===== config.mk =====
export PLATFORM = sky130hd
export DESIGN_NAME = feature_add_ctrl
export DESIGN_NICKNAME = d
export VERILOG_FILES = /design/src/rtl/feature_add_pkg.sv /design/src/rtl/feature_sync_fifo.sv /design/src/rtl/feature_add_ctrl.sv
export SDC_FILE = /design/constraint.sdc
export NUM_CORES = 1
export LEC_CHECK = 0
export BUFFER_PORTS_ARGS = -buffer_cell sky130_fd_sc_hd__buf_4
export CAP_MARGIN = 0
export CORE_ASPECT_RATIO = 2
export CORE_UTILIZATION = 45
export DETAILED_ROUTE_END_ITERATION = 10
export HOLD_SLACK_MARGIN = 0.12
export PLACE_DENSITY = 0.66
export SLEW_MARGIN = 20
export SYNTH_ARGS = -nofsm -noshare
export SYNTH_HDL_FRONTEND = slang
export SYNTH_SLANG_ARGS = --single-unit

===== constraint.sdc =====
create_clock -name system_clk -period 5.8 [get_ports system_clk]
set_input_delay 0.87 -clock system_clk [delete_from_list [all_inputs] [get_ports system_clk]]
set_output_delay 0.87 -clock system_clk [all_outputs]
set_load 0.005 [all_outputs]

===== src/rtl/feature_add_pkg.sv =====
// Shared types and defaults for the element-wise feature adder controller.
package feature_add_pkg;

  localparam int LANES              = 8;
  localparam int DEF_FEATURE_WIDTH  = 8;
  localparam int DEF_ADDR_WIDTH     = 16;
  localparam int DEF_LEN_WIDTH      = 16;
  localparam int DEF_RD_LATENCY     = 2;
  localparam int DEF_FIFO_DEPTH     = 8;

  typedef enum logic [1:0] {
    IDLE  = 2'd0,
    RUN   = 2'd1,
    DRAIN = 2'd2,
    DONE  = 2'd3
  } state_t;

endpackage


===== src/rtl/feature_sync_fifo.sv =====
// Single-clock FIFO with occupancy count; push when full and pop when empty are ignored.
// Head data reads as zero while empty so downstream outputs stay quiet.
module feature_sync_fifo #(
  parameter int WIDTH = 64,
  parameter int DEPTH = 8
) (
  input  logic                   clk,
  input  logic                   rst,
  input  logic                   push,
  input  logic [WIDTH-1:0]       push_data,
  input  logic                   pop,
  output logic [WIDTH-1:0]       pop_data,
  output logic [$clog2(DEPTH):0] count,
  output logic                   empty
);

  localparam int AW = $clog2(DEPTH);
  localparam int CW = AW + 1;

  logic [WIDTH-1:0] mem [DEPTH];
  logic [AW-1:0]    wr_ptr;
  logic [AW-1:0]    rd_ptr;
  logic             do_push;
  logic             do_pop;

  assign empty    = (count == '0);
  assign do_push  = push && (count != CW'(DEPTH));
  assign do_pop   = pop && !empty;
  assign pop_data = empty ? '0 : mem[rd_ptr];

  always_ff @(posedge clk or posedge rst) begin
    if (rst) begin
      wr_ptr <= '0;
      rd_ptr <= '0;
      count  <= '0;
    end else begin
      if (do_push) wr_ptr <= wr_ptr + AW'(1);
      if (do_pop)  rd_ptr <= rd_ptr + AW'(1);
      case ({do_push, do_pop})
        2'b10:   count <= count + CW'(1);
        2'b01:   count <= count - CW'(1);
        default: count <= count;
      endcase
    end
  end

  always_ff @(posedge clk) begin
    if (do_push) mem[wr_ptr] <= push_data;
  end

endmodule


===== src/rtl/feature_add_ctrl.sv =====
// Adder sequencer: paired reads, adder controls, FIFO'd write-back; first write RD_LATENCY+3 after first read.
// Issue is credit-limited by inflight+FIFO occupancy so wr_ready backpressure never overflows. FEATURE_ADD_CTRL_PERF_EN adds a stall counter.
module feature_add_ctrl
  import feature_add_pkg::*;
#(
  parameter int FEATURE_WIDTH = DEF_FEATURE_WIDTH,
  parameter int ADDR_WIDTH    = DEF_ADDR_WIDTH,
  parameter int LEN_WIDTH     = DEF_LEN_WIDTH,
  parameter int RD_LATENCY    = DEF_RD_LATENCY,
  parameter int FIFO_DEPTH    = DEF_FIFO_DEPTH
) (
  input  logic                             system_clk,
  input  logic                             rst,
  input  logic                             task_start,
  input  logic [ADDR_WIDTH-1:0]            cfg_x1_base,
  input  logic [ADDR_WIDTH-1:0]            cfg_x2_base,
  input  logic [ADDR_WIDTH-1:0]            cfg_out_base,
  input  logic [LEN_WIDTH-1:0]             cfg_len,
  input  logic [2:0]                       cfg_relative_quant,
  input  logic                             cfg_quant_polar,
  input  logic                             cfg_over_flow,
  output logic                             task_busy,
  output logic                             task_done,
  output logic                             rd_en,
  output logic [ADDR_WIDTH-1:0]            rd_x1_addr,
  output logic [ADDR_WIDTH-1:0]            rd_x2_addr,
  output logic                             add_valid,
  output logic [2:0]                       add_relative_quant,
  output logic                             add_quant_polar,
  output logic                             add_over_flow,
  input  logic [FEATURE_WIDTH*LANES-1:0]   add_data,
  input  logic                             add_data_valid,
  output logic                             wr_en,
  output logic [ADDR_WIDTH-1:0]            wr_addr,
  output logic [FEATURE_WIDTH*LANES-1:0]   wr_data,
  input  logic                             wr_ready
`ifdef FEATURE_ADD_CTRL_PERF_EN
  ,
  output logic [31:0]                      perf_stall_cycles
`endif
);

  localparam int DATA_W = FEATURE_WIDTH * LANES;
  localparam int CNT_W  = $clog2(FIFO_DEPTH) + 1;

  state_t state;
  state_t state_nxt;

  logic [ADDR_WIDTH-1:0] x1_base;
  logic [ADDR_WIDTH-1:0] x2_base;
  logic [ADDR_WIDTH-1:0] out_base;
  logic [LEN_WIDTH-1:0]  len_q;
  logic [LEN_WIDTH-1:0]  issue_cnt;
  logic [LEN_WIDTH-1:0]  wr_count;
  logic [CNT_W-1:0]      inflight;
  logic [CNT_W-1:0]      fifo_count;
  logic [CNT_W:0]        credits_used;
  logic                  fifo_empty;
  logic [DATA_W-1:0]     fifo_head;
  logic [RD_LATENCY-1:0] vld_pipe;

  logic start_acc;
  logic credit_ok;
  logic issue;
  logic last_issue;
  logic res_acc;
  logic wr_fire;

  assign start_acc    = (state == IDLE) && task_start;
  assign credits_used = {1'b0, inflight} + {1'b0, fifo_count};
  assign credit_ok    = credits_used < (CNT_W+1)'(FIFO_DEPTH);
  assign issue        = (state == RUN) && credit_ok;
  assign last_issue   = issue && (issue_cnt == len_q - LEN_WIDTH'(1));
  // Results landing while idle belong to no task and are discarded.
  assign res_acc      = add_data_valid && (state != IDLE);
  assign wr_fire      = !fifo_empty && wr_ready;

  assign task_busy  = (state != IDLE);
  assign task_done  = (state == DONE);
  assign rd_en      = issue;
  assign rd_x1_addr = x1_base + ADDR_WIDTH'(issue_cnt);
  assign rd_x2_addr = x2_base + ADDR_WIDTH'(issue_cnt);
  assign add_valid  = vld_pipe[RD_LATENCY-1];
  assign wr_en      = !fifo_empty;
  assign wr_addr    = out_base + ADDR_WIDTH'(wr_count);
  assign wr_data    = fifo_head;

  always_ff @(posedge system_clk or posedge rst) begin
    if (rst) state <= IDLE;
    else     state <= state_nxt;
  end

  always_comb begin
    state_nxt = state;
    case (state)
      IDLE:    if (task_start) state_nxt = (cfg_len == '0) ? DONE : RUN;
      RUN:     if (last_issue) state_nxt = DRAIN;
      DRAIN:   if (wr_count == len_q) state_nxt = DONE;
      DONE:    state_nxt = IDLE;
      default: state_nxt = IDLE;
    endcase
  end

  always_ff @(posedge system_clk or posedge rst) begin
    if (rst) begin
      x1_base            <= '0;
      x2_base            <= '0;
      out_base           <= '0;
      len_q              <= '0;
      add_relative_quant <= '0;
      add_quant_polar    <= 1'b0;
      add_over_flow      <= 1'b0;
      issue_cnt          <= '0;
      wr_count           <= '0;
      inflight           <= '0;
    end else if (start_acc) begin
      x1_base            <= cfg_x1_base;
      x2_base            <= cfg_x2_base;
      out_base           <= cfg_out_base;
      len_q              <= cfg_len;
      add_relative_quant <= cfg_relative_quant;
      add_quant_polar    <= cfg_quant_polar;
      add_over_flow      <= cfg_over_flow;
      issue_cnt          <= '0;
      wr_count           <= '0;
      inflight           <= '0;
    end else begin
      if (issue)   issue_cnt <= issue_cnt + LEN_WIDTH'(1);
      if (wr_fire) wr_count  <= wr_count + LEN_WIDTH'(1);
      case ({issue, res_acc})
        2'b10:   inflight <= inflight + CNT_W'(1);
        2'b01:   inflight <= inflight - CNT_W'(1);
        default: inflight <= inflight;
      endcase
    end
  end

  always_ff @(posedge system_clk or posedge rst) begin
    if (rst) begin
      vld_pipe <= '0;
    end else begin
      vld_pipe[0] <= issue;
      for (int i = 1; i < RD_LATENCY; i++) vld_pipe[i] <= vld_pipe[i-1];
    end
  end

  feature_sync_fifo #(
    .WIDTH (DATA_W),
    .DEPTH (FIFO_DEPTH)
  ) u_out_fifo (
    .clk       (system_clk),
    .rst       (rst),
    .push      (res_acc),
    .push_data (add_data),
    .pop       (wr_fire),
    .pop_data  (fifo_head),
    .count     (fifo_count),
    .empty     (fifo_empty)
  );

`ifdef FEATURE_ADD_CTRL_PERF_EN
  logic stall;

  assign stall = ((state == RUN) && !credit_ok) || ((state == DRAIN) && wr_en && !wr_ready);

  always_ff @(posedge system_clk or posedge rst) begin
    if (rst)                                    perf_stall_cycles <= '0;
    else if (start_acc)                         perf_stall_cycles <= '0;
    else if (stall && (perf_stall_cycles != '1)) perf_stall_cycles <= perf_stall_cycles + 32'd1;
  end
`else
  // Stall accounting is compiled out in this build.
`endif

endmodule

Yosys cells after proc, flatten, opt, wreduce, memory -nomap -nowiden

Memory sizes are Yosys's and may differ from the RTL's.
Cells that the tools add are included.

Memories: 1
Input bits: 138
Bits in writable memories: 512
Flip-flop bits (word level): 119

Add/subtract/negate cells: 13
$lt $le $gt $ge: 1
Equality and inequality tests: 13
Reductions and logical operators: 17
Multiplexer cells: 15

Memory list:

| name           | depth | width | rd ports | clocked after memory_dff | write ports | RTL line                | source |
|---|---|---|---|---|---|---|---|
| u_out_fifo.mem | 8     | 64    | 1        | 0                        | 1           | feature_sync_fifo.sv:20 | `logic [WIDTH-1:0] mem [DEPTH];` |

Operator list:

| kind                                                                 | count |
|---|---|
| 16-bit 2-to-1 mux                                                    | 4 |
| 64-bit 2-to-1 mux                                                    | 1 |
| 16-bit adder                                                         | 3 |
| 16-bit by 1-bit adder with 16-bit output, second input constant      | 2 |
| 16-bit == test                                                       | 2 |
| 16-bit zero test                                                     | 1 |
| 4-bit case mux with 2 select lines                                   | 2 |
| 16-bit by 1-bit subtractor with 16-bit output, second input constant | 1 |
| 4-bit by 1-bit adder with 4-bit output, second input constant        | 2 |
| 2-bit == test, second input constant                                 | 4 |
| 2-bit 2-to-1 mux                                                     | 4 |
| 2-bit case mux with 4 select lines                                   | 1 |
| 2-bit nonzero test                                                   | 4 |
| 4-bit by 1-bit subtractor with 4-bit output, second input constant   | 2 |
| 1-bit logical AND                                                    | 7 |
| 3-bit by 1-bit adder with 3-bit output, second input constant        | 2 |
| 2-bit by 1-bit == test with 1-bit output, second input constant      | 3 |
| 2-bit != test, second input constant                                 | 3 |
| 4-bit by 4-bit adder with 5-bit output                               | 1 |
| 5-bit by 4-bit < comparator with 1-bit output, second input constant | 1 |
| 4-bit zero test                                                      | 1 |
| 4-bit 2-to-1 mux                                                     | 1 |
| 4-bit != test, second input constant                                 | 1 |
| 3-bit AND reduction                                                  | 1 |
| other kinds (4)                                                      | 5 |

Longest topological paths before layout

Word-level depth: 6
Gate-level depth with buffers: 13
Mapped depth without buffers: 13

Hierarchy

Synthesis repeated with hierarchy kept, for this count alone.

Cells, all modules: 1704
Area, all modules: 27177.3 sq um

Modules (own cells, without submodules):

| module            | instances | area each (sq um) | cells an instance |
|---|---|---|---|
| feature_sync_fifo | 1         | 19702.6           | 811 |
| feature_add_ctrl  | 1         | 7474.7            | 893 |

Least setup slack after synthesis

OpenSTA, ideal clock, no wires.

Path type: input -> register
Start: input port add_data_valid
End: memory u_out_fifo.mem[0][0], enable pin
Stages on the path: 4
Data arrival time: 5.841 ns
Slack: -0.605 ns
Path through: nand2_1 a21oi_1 nand2b_1 nor3_1

Cells in the longest elaborated chain, start to end: 4

Ends and longest elaborated chain:

| item                                   | RTL line                | source |
|---|---|---|
| start: declaration                     | feature_add_ctrl.sv:32  | `input logic add_data_valid,` |
| 1-bit logical AND                      | feature_add_ctrl.sv:75  | `assign res_acc = add_data_valid && (state != IDLE);` |
| 1-bit logical AND                      | feature_sync_fifo.sv:27 | `assign do_push = push && (count != CW'(DEPTH));` |
| 1-bit 2-to-1 mux                       | feature_sync_fifo.sv:48 | `if (do_push) mem[wr_ptr] <= push_data;` |
| 1-bit 2-to-1 mux (implied by the code) | feature_sync_fifo.sv:48 |  |
| end: declaration                       | feature_sync_fifo.sv:20 |  |

No other way between the ends.

Final worst setup path

Start: register issue_cnt[0]
End: output port rd_x1_addr[12]

Cells in the longest elaborated chain, start to end: 1

Ends and longest elaborated chain:

| item                     | RTL line                | source |
|---|---|---|
| start: declaration       | feature_add_ctrl.sv:53  | `logic [LEN_WIDTH-1:0] issue_cnt;` |
| start signal: assignment | feature_add_ctrl.sv:128 | `if (issue) issue_cnt <= issue_cnt + LEN_WIDTH'(1);` |
| 16-bit adder             | feature_add_ctrl.sv:81  | `assign rd_x1_addr = x1_base + ADDR_WIDTH'(issue_cnt);` |
| end: declaration         | feature_add_ctrl.sv:25  | `output logic [ADDR_WIDTH-1:0] rd_x1_addr,` |

No other way between the ends.

==> results.json <==
{
  "r2r-end": "u_out_fifo.count[3]",
  "synthesis.area_mm2": 0.0272,
  "crit_path_top_delay_cell": "a21boi_0",
  "seq_area_frac_synth_pct": 67.6,
  "htreeDepth": 2,
  "cts.sinks": 631,
  "design_area_mm2": 0.0321,
  "rr_startpoint": "u_out_fifo.count[0]",
  "timing.slew.headroom_pct": 27.9,
  "wl_um": 64300,
  "grt_pass1_wl_um": 96600,
  "fin_skew_ns": 0.0319,
  "ys_ff_latch": 631,
  "num_rows": 127,
  "grt_max_degree": 74,
  "reg2reg_depth": 12,
  "regToRegSetupSlack_ns": 2.31,
  "synth_async_sr_flop_share_pct": 18.9,
  "setup_viol": 0,
  "ctsHoldBuffers": 0,
  "tns_ns": 0,
  "syn_to_final_growth_pct": 18.1,
  "start_util_pct": 45.5,
  "yosysWarningCount": 0,
  "fmax_mhz": 204,
  "crit_buf_inv": 2,
  "drive_above_1_share_pct": 26.3,
  "dp_worst_setup_slack_ns": 1.64,
  "holdWs_ns": 0.348,
  "antenna_cells": 0,
  "period_share_pct": 84.7,
  "synth_edf_count": 512,
  "hold_viol_final": 0,
  "critPathKind": "flop to output pin",
  "io_buffers": 259,
  "min_path_type": "flop to flop",
  "grt_use_total_pct": 21.2,
  "path_depth": 12,
  "cts_tree": "yes",
  "place_area_mm2": 0.0301,
  "power-per-cell-area_mw_per_mm2": 494,
  "syn_nets": 1937,
  "die_y_um": 349,
  "leakagePower_uw": 0.0122,
  "synthCells": 1731,
  "wl_per_cell_um": 22.8,
  "path_max_fanout": 8,
  "dp.final_hpwl_um": 41300,
  "hold_end": "vld_pipe[1]",
  "synthTopCellsByCount": "edfxtp_1, nand2_1, nor2_1",
  "tightest_slew_ns": 1.08,
  "synthTopCellsByArea": "edfxtp_1, dfrtp_1, mux4_2, nand2_1, ha_1",
  "required_ns": 4.93,
  "grt_util_met1_pct": 23.8,
  "die_w_um": 176,
  "die-area_mm2": 0.0614,
  "min_path_cells": 0,
  "vias": 15500,
  "grt_pass1_vias": 16400,
  "fin_crit_ns": 4.91,
  "numCtsBuffers": 56,
  "dr.pass1.iters": 5,
  "status": "completed",
  "hold_start": "vld_pipe[0]",
  "ys_types": 64,
  "path_clk_slew_ns": 0.07,
  "fillerInstances": 4894,
  "grt_antenna_before_repair": 2,
  "insertion_delay_ns": 0.63,
  "ant_nets": 0,
  "cp_data_arrival_time_ns": 4.04,
  "post-place-cells": 2715,
  "io_pins": 260,
  "postCtsSetupBuffers": 0,
  "rsz0062_at_grt": "no",
  "worst_slack_ns": 0.889,
  "overflow": 0,
  "max_stage_delay_ns": 0.72,
  "cp-start-kind": "flop",
  "grt_util_met3_pct": 4.32,
  "critPathTopFamily": "compound AO/OA/AOI/OAI gates",
  "slew_viol_final": 0,
  "place.gp.congestion": 0.960,
  "synth.avg_cell_area_um2": 15.7,
  "yosysMostFrequentCell": "edfxtp_1",
  "synth_top_cell_area_share_pct": 56.6,
  "post_cts_resized": 0,
  "core_area_mm2": 0.0597,
  "routed_via_density": 5.49,
  "endpoint_kind": "output pin",
  "busiest_layer": "met2",
  "layout.cells.non_filler": 2822,
  "synthFlopType": "edfxtp_1",
  "critPathMostFrequentCell": "o21ai_0",
  "clk_path_buf_depth": 3,
  "synth_area_leader_cell": "edfxtp_1",
  "path_cells": "ha_1 > inv_1 > fa_1 > nor2b_1 > o21ai_0 > a21boi_0 > o21ai_0 > a21o_1 > o21ai_0 > a21oi_1 > xnor2_1 > buf_4",
  "drv_cap": 0,
  "peakVddDrop_mv": 0.394,
  "drcViolationCount": 0,
  "nets": 2207,
  "initialDrtViolationCount": 859,
  "root_buffer": "clkbuf_16",
  "met2_usage_pct": 38.5
}
## cell type report
type | instances | area (um2) | area share [%]
Timing Repair Buffer | 283 | 2260 | 7.06
Sequential cell | 631 | 18400 | 57.2
Multi-Input combinational cell | 996 | 8480 | 26.4
Clock inverter | 46 | 473 | 1.47
Tap cell | 774 | 968 | 3.02
Clock buffer | 59 | 1410 | 4.40
Inverter | 33 | 126 | 0.394
## stage by stage
| stage | util, % | power, uW |
|---|---|---|
| floorplan | - | 9720 |
| global placement | 50.5 | 12100 |
| detailed placement | 50.5 | 12200 |
| CTS | 53.6 | 16000 |
| global route | 53.7 | 16700 |
| finish | 53.7 | 15900 |
## placed cells by master, fill, tap and decap left out, types with 11 or more instances in the layout
cell / synthesis / final
nand3_1: 11 / 11
inv_1: 33 / 32
clkinv_2: 0 / 11
nand2_1: 245 / 244
mux4_2: 128 / 128
clkbuf_16: 0 / 56
xnor2_1: 61 / 61
buf_4: 2 / 273
nor2_1: 140 / 134
a21oi_1: 38 / 38
xor2_1: 51 / 51
o21ai_0: 34 / 34
mux2i_1: 71 / 71
ha_1: 63 / 63
dfrtp_1: 119 / 116
nand4_1: 16 / 16
clkinvlp_4: 0 / 12
nor2b_1: 11 / 11
nor3_1: 13 / 11
edfxtp_1: 512 / 512
## worst max path at each step
stage | startpoint | end
6_report | issue_cnt[0] | rd_x1_addr[12]
5_1_grt | issue_cnt[0] | rd_x1_addr[14]
4_1_cts | issue_cnt[0] | rd_x1_addr[12]
3_5_place_dp | issue_cnt[0] | rd_x1_addr[12]
3_3_place_gp | issue_cnt[0] | rd_x1_addr[12]
2_1_floorplan | add_data_valid | u_out_fifo.mem[6][0]
## flip-flops by register name, summed over array words and instances, names as in the netlist
name	cells
state	2
add_over_flow	1
u_out_fifo.wr_ptr	3
out_base	16
inflight	4
add_relative_quant	3
u_out_fifo.rd_ptr	3
x1_base	16
wr_count	16
x2_base	16
add_quant_polar	1
u_out_fifo.mem	512
vld_pipe	2
len_q	16
u_out_fifo.count	4
issue_cnt	16
## cell families after synthesis
| logic type | after synthesis | share of synthesized area (%) |
|---|---|---|
| buffers and inverters | 104 | 1.53 |
| muxes | 202 | 13.4 |
| and+or+nand+nor | 487 | 7.68 |
| adders and majority gates | 68 | 3.27 |
| DFF | 631 | 67.6 |
| xor gates and xnor gates | 112 | 3.61 |
| AOI/OAI and AO/OA | 127 | 3.01 |
## metal layers
metal / up-vias / wire, um
met1: 7871 / 23800
met4: 4 / 2480
met2: 450 / 34100
li1: 7036 / -
met3: 118 / 3870
met5: - / 23
## report_power, final
part           total (uW)  internal (uW)  switching (uW)  leakage (uW)
registers            6310           5700             611       0.00615
clock network        3810           2040            1770      0.000894
logic                5740           2850            2890       0.00518
No activity file was read; power rests on OpenSTA's default activity.
